### config.mk
export PLATFORM = sky130hd
export DESIGN_NAME = instr_queue
export DESIGN_NICKNAME = d
export VERILOG_FILES = /design/src/rtl/instr_queue.sv
export SDC_FILE = /design/constraint.sdc
export NUM_CORES = 1
export LEC_CHECK = 0
export CORE_MARGIN = 1
export CORE_UTILIZATION = 59
export CTS_BUF_LIST = sky130_fd_sc_hd__clkbuf_8
export DETAILED_ROUTE_END_ITERATION = 10
export PLACE_DENSITY_LB_ADDON = 0.12
export SYNTH_ARGS = -nofsm -noshare
export SYNTH_HDL_FRONTEND = slang
export SYNTH_SLANG_ARGS = --single-unit
### constraint.sdc
create_clock -name clk -period 5.9 [get_ports clk]
set_clock_uncertainty 0.1 [all_clocks]
set_input_delay 1.475 -clock clk [delete_from_list [all_inputs] [get_ports clk]]
set_output_delay 1.475 -clock clk [all_outputs]
set_load 0.005 [all_outputs]
### src/rtl/instr_queue.sv
// ----------------------------------------------------------------------------
// instr_queue
//   Prefetch queue between fetch and decode. Every PC that fetch presents while
//   the queue has room is sent to instruction memory. The word that returns one
//   cycle later is paired with its PC and pushed into a DEPTH-entry FIFO that
//   decode drains. A branch flush discards queued entries and the in-flight read.
//
// Ports
//   clk             clock, all state updates on posedge
//   rst_i           asynchronous reset, active-high
//   pc_i            PC from fetch
//   pc_valid_i      pc_i holds a PC to fetch this cycle
//   stall_o         queue cannot accept a PC this cycle
//   flush_i         branch taken: drop queued and in-flight entries
//   imem_req_o      instruction-memory read strobe
//   imem_addr_o     instruction-memory read address
//   imem_rdata_i    read data, valid one cycle after imem_req_o
//   instr_valid_o   head entry is valid
//   instr_o         head instruction word
//   instr_pc_o      PC of the head instruction
//   decode_ready_i  decode consumes the head this cycle
// ----------------------------------------------------------------------------
module instr_queue #(
    parameter int DEPTH = 4,
    parameter int AW    = 8,
    parameter int IW    = 16
) (
    input  logic          clk,
    input  logic          rst_i,
    input  logic [AW-1:0] pc_i,
    input  logic          pc_valid_i,
    output logic          stall_o,
    input  logic          flush_i,
    output logic          imem_req_o,
    output logic [AW-1:0] imem_addr_o,
    input  logic [IW-1:0] imem_rdata_i,
    output logic          instr_valid_o,
    output logic [IW-1:0] instr_o,
    output logic [AW-1:0] instr_pc_o,
    input  logic          decode_ready_i
);

    localparam int PW = $clog2(DEPTH);
    localparam int CW = PW + 1;
    localparam logic [CW:0] FULL_LVL = (CW+1)'(DEPTH);

    logic [AW-1:0] pc_mem_r   [DEPTH];
    logic [IW-1:0] word_mem_r [DEPTH];
    logic [PW-1:0] wr_ptr_r;
    logic [PW-1:0] rd_ptr_r;
    logic [CW-1:0] count_r;
    logic [CW-1:0] count_next_s;
    logic          inflight_r;
    logic [AW-1:0] inflight_pc_r;
    logic          stall_r;
    logic          stall_next_s;
    logic          valid_r;
    logic          accept_s;
    logic          push_s;
    logic          pop_s;

    // Reset is gated in so no read strobe escapes while the block is held in reset.
    assign accept_s = pc_valid_i & ~stall_r & ~flush_i & ~rst_i;
    assign push_s   = inflight_r & ~flush_i;
    assign pop_s    = valid_r & decode_ready_i & ~flush_i;

    assign imem_req_o    = accept_s;
    assign imem_addr_o   = pc_i;
    assign stall_o       = stall_r;
    assign instr_valid_o = valid_r;
    assign instr_o       = word_mem_r[rd_ptr_r];
    assign instr_pc_o    = pc_mem_r[rd_ptr_r];

    // Next occupancy of the FIFO.
    always_comb begin
        count_next_s = count_r;
        if (flush_i) begin
            count_next_s = {CW{1'b0}};
        end else begin
            case ({push_s, pop_s})
                2'b10:   count_next_s = count_r + CW'(1);
                2'b01:   count_next_s = count_r - CW'(1);
                default: count_next_s = count_r;
            endcase
        end
    end

    // Stall once stored entries plus the outstanding read fill the queue; the
    // reserved slot is what lets a returning word always find space.
    always_comb begin
        stall_next_s = 1'b0;
        if (({1'b0, count_next_s} + {{CW{1'b0}}, accept_s}) >= FULL_LVL) begin
            stall_next_s = 1'b1;
        end else begin
            stall_next_s = 1'b0;
        end
    end

    // Control state: in-flight tracking, pointers, occupancy and registered flags.
    always_ff @(posedge clk or posedge rst_i) begin
        if (rst_i) begin
            inflight_r    <= 1'b0;
            inflight_pc_r <= {AW{1'b0}};
            wr_ptr_r      <= {PW{1'b0}};
            rd_ptr_r      <= {PW{1'b0}};
            count_r       <= {CW{1'b0}};
            stall_r       <= 1'b0;
            valid_r       <= 1'b0;
        end else begin
            inflight_r <= accept_s;
            if (accept_s) begin
                inflight_pc_r <= pc_i;
            end else begin
                inflight_pc_r <= inflight_pc_r;
            end
            if (flush_i) begin
                wr_ptr_r <= {PW{1'b0}};
                rd_ptr_r <= {PW{1'b0}};
            end else begin
                if (push_s) begin
                    wr_ptr_r <= wr_ptr_r + PW'(1);
                end else begin
                    wr_ptr_r <= wr_ptr_r;
                end
                if (pop_s) begin
                    rd_ptr_r <= rd_ptr_r + PW'(1);
                end else begin
                    rd_ptr_r <= rd_ptr_r;
                end
            end
            count_r <= count_next_s;
            stall_r <= stall_next_s;
            valid_r <= (count_next_s != {CW{1'b0}});
        end
    end

    // Entry storage: the returning word is written alongside the PC that fetched it.
    always_ff @(posedge clk or posedge rst_i) begin
        if (rst_i) begin
            for (int i = 0; i < DEPTH; i++) begin
                pc_mem_r[i]   <= {AW{1'b0}};
                word_mem_r[i] <= {IW{1'b0}};
            end
        end else begin
            if (push_s) begin
                pc_mem_r[wr_ptr_r]   <= inflight_pc_r;
                word_mem_r[wr_ptr_r] <= imem_rdata_i;
            end else begin
                pc_mem_r[wr_ptr_r]   <= pc_mem_r[wr_ptr_r];
                word_mem_r[wr_ptr_r] <= word_mem_r[wr_ptr_r];
            end
        end
    end

endmodule
==> results.rst, run 1 <==
.. list-table::
   :header-rows: 1

   * - Metric
     - Value
   * - Leakage power of the design
     - 2.69 nW
   * - Total standard cell area after synthesis
     - 6100 µm²
   * - Worst slew margin relative to its limit
     - 0.313
   * - Sequential area share after synthesis
     - 0.468
   * - Fraction of final layout cells with drive strength greater than 1
     - 0.216
   * - Post-Place Worst Slack
     - 1.14 ns
   * - Register-to-register setup slack
     - 3.17 ns
   * - Detailed placement HPWL
     - 7800 µm
   * - Avg Synthesized Cell Area
     - 11.7 µm²
   * - PD cells
     - 409 nW/µm²
   * - Maximum frequency from static timing analysis
     - 0.210 GHz
   * - Status
     - finished, final reports clean
   * - Number of design-rule violations left by the first detailed-router iteration
     - 250
   * - Arrival time at the worst endpoint
     - 3.18 ns
   * - Count of antenna-violating nets left after detailed routing
     - 0
   * - H-tree level count
     - 4
   * - Die area
     - 10,700 µm²
   * - Min Tclk post-route
     - 4.76 ns
   * - Placer Congestion
     - 0.769
   * - Setup repair after global routing missed its margin
     - no
   * - Initial Utilization
     - 0.615
   * - Reg2reg start
     - wr_ptr_r[1]$_DFFE_PP0P_
   * - Number of design rule violations left after detail routing
     - 0
   * - Gates resized, CTS repair
     - 0
   * - Post-CTS clock slew at the launch and capture registers of the worst setup and hold paths
     - 0.06 ns
   * - Die boundary width
     - 104 µm
   * - Num ports
     - 64
   * - Vias in the first global route
     - 4,359
   * - Die height
     - 104 µm
   * - Number of clock buffers inserted by TritonCTS
     - 17
   * - Register bit count reported by yosys
     - 114
   * - Drt wl/cell
     - 18.4 µm
   * - Multi-input combinational cell area
     - 2890 µm²
   * - Number of antenna violations at the first check in global routing
     - 0
   * - Global-route usage over all layers
     - 0.261
   * - Port bufs
     - 63
   * - Final period utilization
     - 0.807
   * - Layout area overhead
     - 14.3%
   * - Setup TNS Final
     - 0 ns
   * - Highest-count cells in the layout ignoring fill and taps
     - dfrtp_1, nor2_1, a21oi_1, clkdlybuf4s50_1, mux2i_1
   * - Source-to-sink clock delay at the later pin of the worst-skew pair
     - 0.44 ns
   * - Highest fanout seen on the critical path
     - 10
   * - Clock tree sinks
     - 114
   * - Final number of max-transition violations
     - 0
   * - Number of iterations in the first detailed-routing pass
     - 4
   * - Commonest non-fill, non-tap cell in the layout
     - dfrtp_1
   * - Number of buffers added to fix hold violations after cts
     - 0
   * - Maximum buffer depth of the clock tree
     - 2
   * - Global-route wire length before repair
     - 21,600 µm
   * - Critical path capture point
     - imem_req_o
   * - Worst setup path startpoint
     - flush_i
   * - Setup fix buffers added after clock tree synthesis
     - 0
   * - Maximum resistive drop on vdd
     - 221 µV
   * - Yosys warning count
     - 0
   * - Max-capacitance violation count
     - 0
   * - Required @ worst endpoint
     - 4.32 ns
   * - Number of setup violations in the final report
     - 0
   * - Clock tree from TritonCTS
     - yes
   * - Placement Rows
     - 36
   * - Worst-margin pin slew
     - 1.03 ns
   * - Gate count after technology mapping
     - 521
   * - Congestion Overflow GR
     - 0
   * - Post-synthesis net count
     - 556
   * - CTS root buffer
     - clkbuf_8
   * - End of the worst register-to-register path
     - pc_mem_r[18]$_DFFE_PP0P_
   * - Count of fill cells added during filler insertion
     - 720
   * - Setup slack after layout
     - 1.14 ns
   * - Min-Delay Path Class
     - flop to flop
   * - Antenna Cells
     - 0
   * - Depth of the worst register-to-register path
     - 5
   * - Vias
     - 4,240
   * - Fin Hold WS
     - 0.446 ns
   * - Final count of hold timing violations
     - 0
   * - Endpoint kind of the worst setup timing path
     - output port
   * - Average via count per standard cell
     - 6.04
   * - Final wirelength
     - 12,900 µm
   * - Core Footprint
     - 9910 µm²
   * - Largest net degree at the start of global routing
     - 84
   * - Register area
     - 2860 µm²
   * - Cell variety after synth
     - 30
   * - Type of the worst setup path
     - input port to output port
   * - Nets@finish
     - 592
   * - Critical path launch point type
     - input port
[routing by layer]
layer | track usage | up-vias | share of wire
li1 | - | 1953 | -
met1 | 0.326 | 2126 | 0.44
met2 | 0.430 | 135 | 0.49
met3 | 0.0623 | 26 | 0.048
met4 | 0.126 | 0 | 0.021
met5 | 0 | - | 0
[cells by family after synthesis]
family,after synthesis,synth area share
buffers and inverters,57,0.0599
adder cells (fa/ha/maj),6,0.0135
flip-flops,114,0.468
XOR/XNOR,5,0.00719
multiplexers,82,0.200
AND/OR/NAND/NOR,134,0.0922
AO/OA/AOI/OAI,123,0.159
[Yosys cell counts]
library cell	count	area share
a21oi_1	97	0.080
a221oi_2	14	0.034
a221oi_4	10	0.043
a31o_2	1	0.0014
buf_1	1	0.00062
buf_12	1	0.0033
buf_2	6	0.0049
buf_4	13	0.016
buf_6	9	0.017
buf_8	1	0.0025
clkbuf_1	22	0.014
dfrtp_1	114	0.47
fa_1	1	0.0033
ha_1	5	0.010
inv_1	4	0.0025
mux2_2	17	0.031
mux2_4	15	0.037
mux2i_1	26	0.043
mux4_2	24	0.089
nand2_1	1	0.00062
nand3_1	1	0.00082
nor2_1	103	0.063
nor2_4	1	0.0018
nor2b_4	1	0.0023
nor3_1	24	0.020
nor4b_1	1	0.0014
o21ai_0	1	0.00082
or3_1	2	0.0021
xnor2_1	2	0.0029
xor2_1	3	0.0043
[registers in the layout, indices dropped and copies added (netlist names)]
signal,flops
count_r,3
inflight_pc_r,8
inflight_r,1
instr_valid_o,1
pc_mem_r,32
rd_ptr_r,2
stall_o,1
word_mem_r,64
wr_ptr_r,2
[critical path: stages]
cell             delay, ns
clkdlybuf4s50_1       0.62
nor4b_2               0.50
clkdlybuf4s50_1       0.58
[cell type report]
cell class	instances	share of cell area
timing repair buffer	70	0.0981
sequential	114	0.410
clock buffer	20	0.0395
multi-input combinational	350	0.415
inverter	4	0.00251
clock inverter	11	0.0108
tap	133	0.0239
[through the flow]
| step | area (µm²) | util | total power, mW | std cells |
|---|---|---|---|---|
| 3_5_place_dp | 6620 | 0.668 | 2.22 | 671 |
| 2_1_floorplan | 6100 | - | 1.89 | 521 |
| 3_3_place_gp | 6620 | 0.668 | 2.16 | 671 |
| 5_1_grt | 6970 | 0.703 | 3.03 | 702 |
| 4_1_cts | 6970 | 0.703 | 2.87 | 702 |
| 6_report | 6970 | 0.703 | 2.85 | 702 |
[how the worst min path moves through the flow]
| stage | slack (ns) | start | to | cells after the start |
|---|---|---|---|---|
| 4_1_cts | 0.44 | word_mem_r[10]$_DFFE_PP0P_ | word_mem_r[10]$_DFFE_PP0P_ | 2 |
| 6_report | 0.45 | word_mem_r[10]$_DFFE_PP0P_ | word_mem_r[10]$_DFFE_PP0P_ | 2 |
| 2_1_floorplan | 0.40 | word_mem_r[10]$_DFFE_PP0P_ | word_mem_r[10]$_DFFE_PP0P_ | 2 |
| 3_3_place_gp | 0.42 | word_mem_r[9]$_DFFE_PP0P_ | word_mem_r[9]$_DFFE_PP0P_ | 2 |
| 3_5_place_dp | 0.43 | word_mem_r[10]$_DFFE_PP0P_ | word_mem_r[10]$_DFFE_PP0P_ | 2 |
| 5_1_grt | 0.47 | inflight_pc_r[1]$_DFFE_PP0P_ | inflight_pc_r[1]$_DFFE_PP0P_ | 1 |
[where the power goes]
part | leakage [nW] | switching [mW] | internal [mW]
Clock | 0.202 | 0.292 | 0.351
Sequential | 1.23 | 0.216 | 1.04
Combinational | 1.26 | 0.407 | 0.547
Total | 2.69 | 0.915 | 1.94
(Power assumes the default switching activity.)
==> run 2: changes to the inputs <==
==> constraint.sdc (replaced) <==
create_clock -name clk -period 4.4 [get_ports clk]
set_clock_uncertainty 0.1 [all_clocks]
set_input_delay 1.1 -clock clk [delete_from_list [all_inputs] [get_ports clk]]
set_output_delay 1.1 -clock clk [all_outputs]
set_load 0.005 [all_outputs]
==> run 2 against run 1 <==
Effect of this change: clock power increased by 44%; cell count up 0.71%; sequential cell count unchanged; wire length is 0.71% higher; die area stayed put; count of clock-buffer cells in the layout is 1 lower; non-clock buffer count is 4 higher; register-to-register slack worse by 1.5 ns; critical path depth unchanged; core utilization up 1.0 points; power rose by 37%; worst setup slack got worse by 0.55 ns; critical endpoint unchanged.
==> results.rst, run 2 (synthesis gave the netlist of run 1 again) <==
.. list-table::
   :header-rows: 1

   * - Metric
     - Value
   * - Status
     - finished, final reports clean
   * - Type of the worst setup path
     - input port to output port
   * - Num ports
     - 64
   * - Initial Utilization
     - 0.615
   * - Commonest non-fill, non-tap cell in the layout
     - dfrtp_1
   * - Number of setup violations in the final report
     - 0
   * - Depth of the worst register-to-register path
     - 5
   * - Global-route usage over all layers
     - 0.257
   * - Vias in the first global route
     - 4,227
   * - Count of fill cells added during filler insertion
     - 720
   * - Top register by number of flip-flops
     - word_mem_r
   * - Clock tree from TritonCTS
     - yes
   * - Multi-input combinational cell area
     - 2890 µm²
   * - Critical Path Stages
     - 3
   * - Reg2reg start
     - wr_ptr_r[1]$_DFFE_PP0P_
   * - Fraction of final layout cells with drive strength greater than 1
     - 0.228
   * - Buffers plus inverters on the worst setup path
     - 2
   * - Clock tree sinks
     - 114
   * - Number of iterations in the first detailed-routing pass
     - 6
   * - Cell type of the slowest stage on the worst timing path
     - clkdlybuf4s50_1
   * - Setup TNS Final
     - 0 ns
   * - Worst slew margin relative to its limit
     - 0.282
   * - Max-capacitance violation count
     - 0
   * - PD cells
     - 552 nW/µm²
   * - Die height
     - 104 µm
   * - Die boundary width
     - 104 µm
   * - Min-Delay Path Class
     - flop to flop
   * - Critical path launch point type
     - input port
   * - Post-CTS clock slew at the launch and capture registers of the worst setup and hold paths
     - 0.06 ns
   * - Highest fanout seen on the critical path
     - 3
   * - Placer Congestion
     - 0.740
   * - Largest net degree at the start of global routing
     - 71
   * - Register area
     - 2860 µm²
   * - Required @ worst endpoint
     - 3.20 ns
   * - Final period utilization
     - 0.865
   * - Leakage power of the design
     - 2.73 nW
   * - Detailed placement HPWL
     - 8050 µm
   * - CTS root buffer
     - clkbuf_8
   * - Final number of max-transition violations
     - 0
   * - Layout area overhead
     - 15.9%
   * - Largest register FFs
     - 64
   * - Number of design rule violations left after detail routing
     - 0
   * - Port bufs
     - 63
   * - Cell repeated most along the worst path
     - clkdlybuf4s50_1
   * - Largest regs
     - word_mem_r (64), pc_mem_r (32), inflight_pc_r (8)
   * - Maximum buffer depth of the clock tree
     - 2
   * - H-tree level count
     - 4
   * - Count of antenna-violating nets left after detailed routing
     - 0
   * - End of the worst register-to-register path
     - word_mem_r[35]$_DFFE_PP0P_
   * - Arrival time at the worst endpoint
     - 2.61 ns
   * - Number of design-rule violations left by the first detailed-router iteration
     - 232
   * - Highest-count cells in the layout ignoring fill and taps
     - dfrtp_1, nor2_1, a21oi_1, clkdlybuf4s50_1, mux2i_1
   * - Register-to-register setup slack
     - 1.64 ns
   * - Die area
     - 10,700 µm²
   * - Number of clock buffers inserted by TritonCTS
     - 17
   * - Average via count per standard cell
     - 5.94
   * - Final wirelength
     - 13,000 µm
   * - Cell family contributing the most delay on the critical path
     - buffers and inverters
   * - Core Footprint
     - 9910 µm²
   * - Congestion Overflow GR
     - 0
   * - Cells along the critical path
     - clkdlybuf4s50_1 -> nor4b_2 -> clkdlybuf4s50_1
   * - Nets@finish
     - 596
   * - Placement Rows
     - 36
   * - Number of antenna violations at the first check in global routing
     - 0
   * - Critical path capture point
     - imem_req_o
   * - Final count of hold timing violations
     - 0
   * - Worst setup path startpoint
     - flush_i
   * - Antenna Cells
     - 0
   * - Number of buffers added to fix hold violations after cts
     - 0
   * - Vias
     - 4,202
   * - Setup repair after global routing missed its margin
     - no
   * - Slowest Stage Delay on Critical Path
     - 0.58 ns
   * - Drt wl/cell
     - 18.4 µm
   * - Source-to-sink clock delay at the later pin of the worst-skew pair
     - 0.42 ns
   * - Global-route wire length before repair
     - 21,300 µm
   * - Maximum resistive drop on vdd
     - 253 µV
   * - Maximum frequency from static timing analysis
     - 0.263 GHz
   * - Gates resized, CTS repair
     - 0
   * - Endpoint kind of the worst setup timing path
     - output port
   * - Min Tclk post-route
     - 3.81 ns
   * - Worst-margin pin slew
     - 1.08 ns
   * - Setup fix buffers added after clock tree synthesis
     - 0
   * - Post-Route Utilization
     - 0.713
## run 2: changes by cell type in the layout (fill, tap and decap cells not counted), sizes merged
cell | before | now
clkbuf | 20 | 19
clkinv | 3 | 6
buf | 7 | 11
bufinv | 1 | 2
inv | 10 | 7
clkinvlp | 1 | 2
## run 2: worst reg2reg max path, stage by stage (launching register included)
cell     delay (ns)
dfrtp_2        1.08
buf_4          0.48
inv_1          0.12
ha_2           0.51
nor2_1         0.23
a21oi_1        0.07
## run 2: through the flow
stage	worst slack [ns]	area, µm²	power (mW)	hold WS, ns	cells
after CTS	0.537	7070	3.92	0.454	707
after global placement	0.583	6680	2.91	0.421	675
final	0.592	7070	3.90	0.450	707
after global routing	0.540	7070	4.14	0.469	707
after detailed placement	0.559	6680	2.98	0.435	675
after floorplan	0.184	6100	2.53	0.400	521
## run 2: worst min-delay path by stage
stage	startpoint	endpoint	slack (ns)	cells past startpoint
final	inflight_pc_r[6]$_DFFE_PP0P_	inflight_pc_r[6]$_DFFE_PP0P_	0.45	1
after global routing	inflight_pc_r[1]$_DFFE_PP0P_	inflight_pc_r[1]$_DFFE_PP0P_	0.47	1
after CTS	inflight_pc_r[6]$_DFFE_PP0P_	inflight_pc_r[6]$_DFFE_PP0P_	0.45	1
after detailed placement	inflight_pc_r[6]$_DFFE_PP0P_	inflight_pc_r[6]$_DFFE_PP0P_	0.44	1
after global placement	word_mem_r[44]$_DFFE_PP0P_	word_mem_r[44]$_DFFE_PP0P_	0.42	2
after floorplan	word_mem_r[10]$_DFFE_PP0P_	word_mem_r[10]$_DFFE_PP0P_	0.40	2
## run 2: cell type report
type / instances / area share
Inverter: 4 / 0.00248
Sequential cell: 114 / 0.404
Clock inverter: 13 / 0.0170
Multi-Input combinational cell: 350 / 0.410
Clock buffer: 19 / 0.0370
Tap cell: 133 / 0.0236
Timing Repair Buffer: 74 / 0.106
## run 2: power by group
| group | internal, mW | total [mW] | switching [mW] | leakage, nW |
|---|---|---|---|---|
| Clock | 0.522 | 0.926 | 0.404 | 0.205 |
| Sequential | 1.39 | 1.67 | 0.278 | 1.23 |
| Combinational | 0.740 | 1.30 | 0.561 | 1.29 |
## run 2: per-layer routing
| layer | share of wire | track usage | vias up | wire, µm |
|---|---|---|---|---|
| met3 | 0.057 | 0.0610 | 17 | 746 |
| met4 | 0.013 | 0.0901 | 0 | 175 |
| met2 | 0.50 | 0.419 | 140 | 6470 |
| li1 | - | - | 1964 | - |
| met1 | 0.43 | 0.337 | 2081 | 5590 |
| met5 | 0 | 0 | - | 0 |
==> RTL edit 1 (config.mk and constraints of run 1) <==
Set the parameter `DEPTH` to 8 (it was 4).
--- a/src/rtl/instr_queue.sv
+++ b/src/rtl/instr_queue.sv
@@ -22,5 +22,5 @@
 // ----------------------------------------------------------------------------
 module instr_queue #(
-    parameter int DEPTH = 4,
+    parameter int DEPTH = 8,
     parameter int AW    = 8,
     parameter int IW    = 16
Behaviour: no difference found for any inputs over 4 cycles, from zero or initial values and one cycle with rst_i high; that may be too few to reach the edited logic, so the function may still have changed.
==> RTL edit 1 against run 1 <==
Highest routed layer unchanged; combinational power grew 32%; hold slack lost 0.049 ns; core utilization shrank 2.8 points; sequential share of layout area grew 1.4 points; count of clock-buffer cells in the layout grew 27; critical path type unchanged; sequential cell count grew 99; design area grew 81%; worst setup slack gained 0.0019 ns; total power grew 63%; area after synthesis grew 84%; routed wire length grew 130%; largest cell class unchanged.
==> RTL edit 1: results (changes against run 1) <==
Status
  – Status: finished clean

STA
  – Least-Margin Pin Slew: 1.14 ns (+0.111 ns)

Finish
  – Final net count: 1112 (+88%)
  – Post-Layout Cell Count: 1333 (+90%)
  – Layout cells sized above 1: 20.5% (-1.1 points)
  – Largest regs: word_mem_r x128, pc_mem_r x64, inflight_pc_r x8

Synth
  – Adder-Cell Fraction of Synth Area: 0.781% (-0.57 points)
  – Synth area leaders: dfrtp_1 (48%), mux4_2 (11%), nand2_1 (7.1%)
  – Synth cell count leaders: dfrtp_1 (213), nand2_1 (212), o21ai_1 (106)
  – Yosys cell types: 52 (+73%)
  – Synth Instances: 1049 (+100%)
  – Compound-gate portion of the synthesized area: 17.0% (+1.1 points)
  – Sequential share of the synthesized area: 47.6% (+0.76 points)
  – Multiplexer share of the synthesized area: 19.0% (-0.97 points)

Setup path
  – CP max FO: 16 (+6)

Power and ir drop
  – Worst vdd ir: 0.000213 V (-3.3%)
  – Leakage power: 5.31 nW (+97%)
  – Switching share of total power: 31.1% (-0.94 points)

GRT
  – Met3 Use GR: 5.99% (-0.24 points)
  – Global-route wire length before repair: 47.5 mm (+120%)
  – Largest net degree at the start of global routing: 76 (-9.5%)
  – All-Layer GR Usage: 31.7% (+5.6 points)
  – Via count of the first global-routing pass: 8386 (+92%)
  – Met2 usage: 50.2% (+7.3 points)
  – GR Layer Usage met1: 44.9% (+12 points)

Clock tree
  – CTS Buf Count: 37 (+20)
  – Clk_lat worst skew: 0.52 ns (+0.08 ns)
  – CTS H-tree depth: 2 (-2)
  – Max Buffers Root-to-Sink: 3 (+1)

Routing
  – DRT Pass-1 Iters: 5 (+1)
  – WL met3: 2.13 mm (+240%)
  – Initial DRC count: 576 (+130%)
  – WL met1: 12.7 mm (+130%)
  – WL met2: 13.8 mm (+120%)
  – Via density: 6.33 (+4.8%)

Place
  – Final HPWL DP: 17.1 mm (+120%)
-- RTL edit 1: cell types whose count changed after synthesis, sizes merged, moves of 30 or more --
cell / change
a21oi: -84
dfrtp: +99
mux2: +30
mux4: +31
nand2: +211
nor2: -82
o21ai: +211
-- RTL edit 1: metrics by stage --
step	total power, W	setup WS (ns)
detailed placement	0.00338	1.11
CTS	0.00468	1.11
finish	0.00466	1.14
global placement	0.00334	1.10
floorplan	0.00292	1.55
global route	0.00493	1.04
-- RTL edit 1: path summary, 6_finish.rpt --
kind | depth (start not counted) | slack, ns | to | start
setup / recovery | 4 | 1.14 | imem_req_o | flush_i
hold / removal | 2 | 0.40 | word_mem_r[125]$_DFFE_PP0P_ | word_mem_r[125]$_DFFE_PP0P_
setup reg to reg | 6 | 2.46 | word_mem_r[7]$_DFFE_PP0P_ | wr_ptr_r[2]$_DFFE_PP0P_
hold reg to reg | 2 | 0.40 | word_mem_r[125]$_DFFE_PP0P_ | word_mem_r[125]$_DFFE_PP0P_
max in group asynchronous | 3 | 3.25 | word_mem_r[25]$_DFFE_PP0P_ | rst_i
min in group asynchronous | 2 | 1.48 | pc_mem_r[56]$_DFFE_PP0P_ | rst_i
-- RTL edit 1: power by group through the flow --
stage	Clock [W]	Combinational [W]	Sequential, W
floorplan	0	0.000920	0.00200
global placement	0	0.00124	0.00210
detailed placement	0	0.00127	0.00211
CTS	0.00133	0.00127	0.00209
global route	0.00139	0.00140	0.00214
finish	0.00130	0.00126	0.00209
-- RTL edit 1: layout make-up --
type | count | area [um^2]
flip-flops and latches | 213 | 5340
multi-input cells | 734 | 5420
fillers | 1507 | 6060
clock inverters | 15 | 62.6
repair buffers | 80 | 783
well taps | 234 | 293
inverters | 10 | 41.3
clock buffers | 47 | 647
==> RTL edit 2 (settings of run 1) <==
Made on the original files. Make the reset (`rst_i`) synchronous in 2 clocked blocks. Comments in the files are not updated.
--- a/src/rtl/instr_queue.sv
+++ b/src/rtl/instr_queue.sv
@@ -98,5 +98,5 @@
 
     // Control state: in-flight tracking, pointers, occupancy and registered flags.
-    always_ff @(posedge clk or posedge rst_i) begin
+    always_ff @(posedge clk) begin
         if (rst_i) begin
             inflight_r    <= 1'b0;
@@ -136,5 +136,5 @@
 
     // Entry storage: the returning word is written alongside the PC that fetched it.
-    always_ff @(posedge clk or posedge rst_i) begin
+    always_ff @(posedge clk) begin
         if (rst_i) begin
             for (int i = 0; i < DEPTH; i++) begin
Behaviour: differs if rst_i is asserted again (counterexample within 4 cycles, from zero or initial values and one cycle with rst_i high); with rst_i held inactive, the same outputs for 4 cycles.
==> RTL edit 2 against run 1 <==
Die area shrank 17%; sequential share of layout area grew 14 points; design area shrank 14%; via count shrank 35%; area after synthesis shrank 17%; routed wire length shrank 30%; register-to-register slack gained 0.42 ns; sequential cell count grew 2; critical path type unchanged; worst setup slack lost 0.17 ns.
Power is not compared: it rests on default switching activity, and its combinational part moved more than twofold at a synthesized area within 25%.
==> RTL edit 2: results (changes against run 1) <==
Finish
  – Layout cells sized above 1: 17.7% (-4.0 points)
  – Final net count: 420 (-29%)
  – Diode count: 0 (unchanged)

Setup path
  – Max incr delay on CP: 0.52 ns (-0.10 ns)
  – Worst R2R Path Depth: 8 (+3)
  – CP arrival: 3.36 ns (+0.18 ns)
  – Setup crit start: rst_i
  – Launching point of the worst reg2reg path: inflight_r$_SDFF_PP0_
  – CP max FO: 16 (+6)
  – Worst r2r dst: stall_o$_SDFF_PP0_

Place
  – RD Place Congestion: 0.718 (-6.7%)

GRT
  – All-Layer GR Usage: 22.7% (-3.5 points)
  – Global-route wire length before repair: 14.3 mm (-34%)
  – Largest net degree at the start of global routing: 25 (-70%)
  – Via count of the first global-routing pass: 2878 (-34%)

Synth
  – Yosys cell types: 34 (+13%)
  – Number of synthesized flops with an enable pin: 96 (+96)
  – Sequential share of the synthesized area: 65.1% (+18 points)
  – XOR/XNOR Fraction of Synth Area: 1.04% (+0.32 points)
  – Adder-Cell Fraction of Synth Area: 0.645% (-0.71 points)
  – Asr flop ratio synth: 0% (-100 points)
  – Synth area leaders: edfxtp_1 (57%), and2_1 (12%), mux4_2 (11%)

Routing
  – Initial DRC count: 125 (-50%)
  – Via density: 5.45 (-9.8%)
  – DRT Pass-1 Iters: 6 (+2)
  – Final WL: 9.06 mm (-30%)

STA
  – Least-Margin Pin Slew: 0.956 ns (-0.0747 ns)

Clock tree
  – CTS resizes: 0 (unchanged)
  – Clk_lat worst skew: 0.42 ns (-0.02 ns)

Status
  – Status: finished clean
## RTL edit 2: layer usage
| metal | vias up | routed length [um] | track usage [%] |
|---|---|---|---|
| li1 | 1294 | - | - |
| met1 | 1379 | 3810 | 28.3 |
| met2 | 78 | 4660 | 36.8 |
| met3 | 12 | 487 | 6.28 |
| met4 | 0 | 112 | 10.6 |
| met5 | - | 0 | 0 |
## RTL edit 2: per-stage QoR
stage	hold WS (ns)	instance area, um^2	instances	worst slack [ns]
after floorplan	0.357	5040	330	2.51
after global placement	0.382	5640	475	1.03
after detailed placement	0.394	5640	475	0.975
after CTS	0.412	6010	507	0.966
after global routing	0.443	6010	507	0.777
final	0.413	6010	507	0.968
## RTL edit 2: worst min-delay path by stage
stage                                       start                            end  slack, ns
floorplan           inflight_pc_r[0]$_SDFFE_PP0P_  inflight_pc_r[0]$_SDFFE_PP0P_       0.36
global placement    inflight_pc_r[5]$_SDFFE_PP0P_  inflight_pc_r[5]$_SDFFE_PP0P_       0.38
detailed placement  inflight_pc_r[5]$_SDFFE_PP0P_  inflight_pc_r[5]$_SDFFE_PP0P_       0.39
CTS                 inflight_pc_r[0]$_SDFFE_PP0P_  inflight_pc_r[0]$_SDFFE_PP0P_       0.41
global route        inflight_pc_r[2]$_SDFFE_PP0P_  inflight_pc_r[2]$_SDFFE_PP0P_       0.44
finish              inflight_pc_r[2]$_SDFFE_PP0P_  inflight_pc_r[2]$_SDFFE_PP0P_       0.41
## RTL edit 2: cell families after synthesis
kind of cell,Yosys count
buffers and inverters,32
AND/OR/NAND/NOR,136
flip-flops,116
AO/OA/AOI/OAI,13
multiplexers,25
XOR/XNOR,6
adder cells (fa/ha/maj),2
## RTL edit 2: cell type report
type,count,share of cell area [%]
Clock buffer,17,3.89
Sequential cell,116,54.6
Clock inverter,15,2.35
Timing Repair Buffer,66,10.9
Inverter,6,0.375
Tap cell,105,2.19
Multi-Input combinational cell,182,25.7
## RTL edit 2: tightest hold or removal path: cells and delay by family (launching register included)
family | cells | cell delay [ns]
flip-flops | 1 | 0.35
AO/OA/AOI/OAI | 1 | 0.06
AND/OR/NAND/NOR | 1 | 0.07
## RTL edit 2: power groups by stage
stage | logic, W | registers, W | clock network (W)
floorplan | 0.0000396 | 0.000934 | 0
global route | 0.0000949 | 0.000924 | 0.000727
finish | 0.0000873 | 0.000922 | 0.000685
CTS | 0.0000888 | 0.000922 | 0.000694
global placement | 0.0000879 | 0.000938 | 0
detailed placement | 0.0000882 | 0.000940 | 0
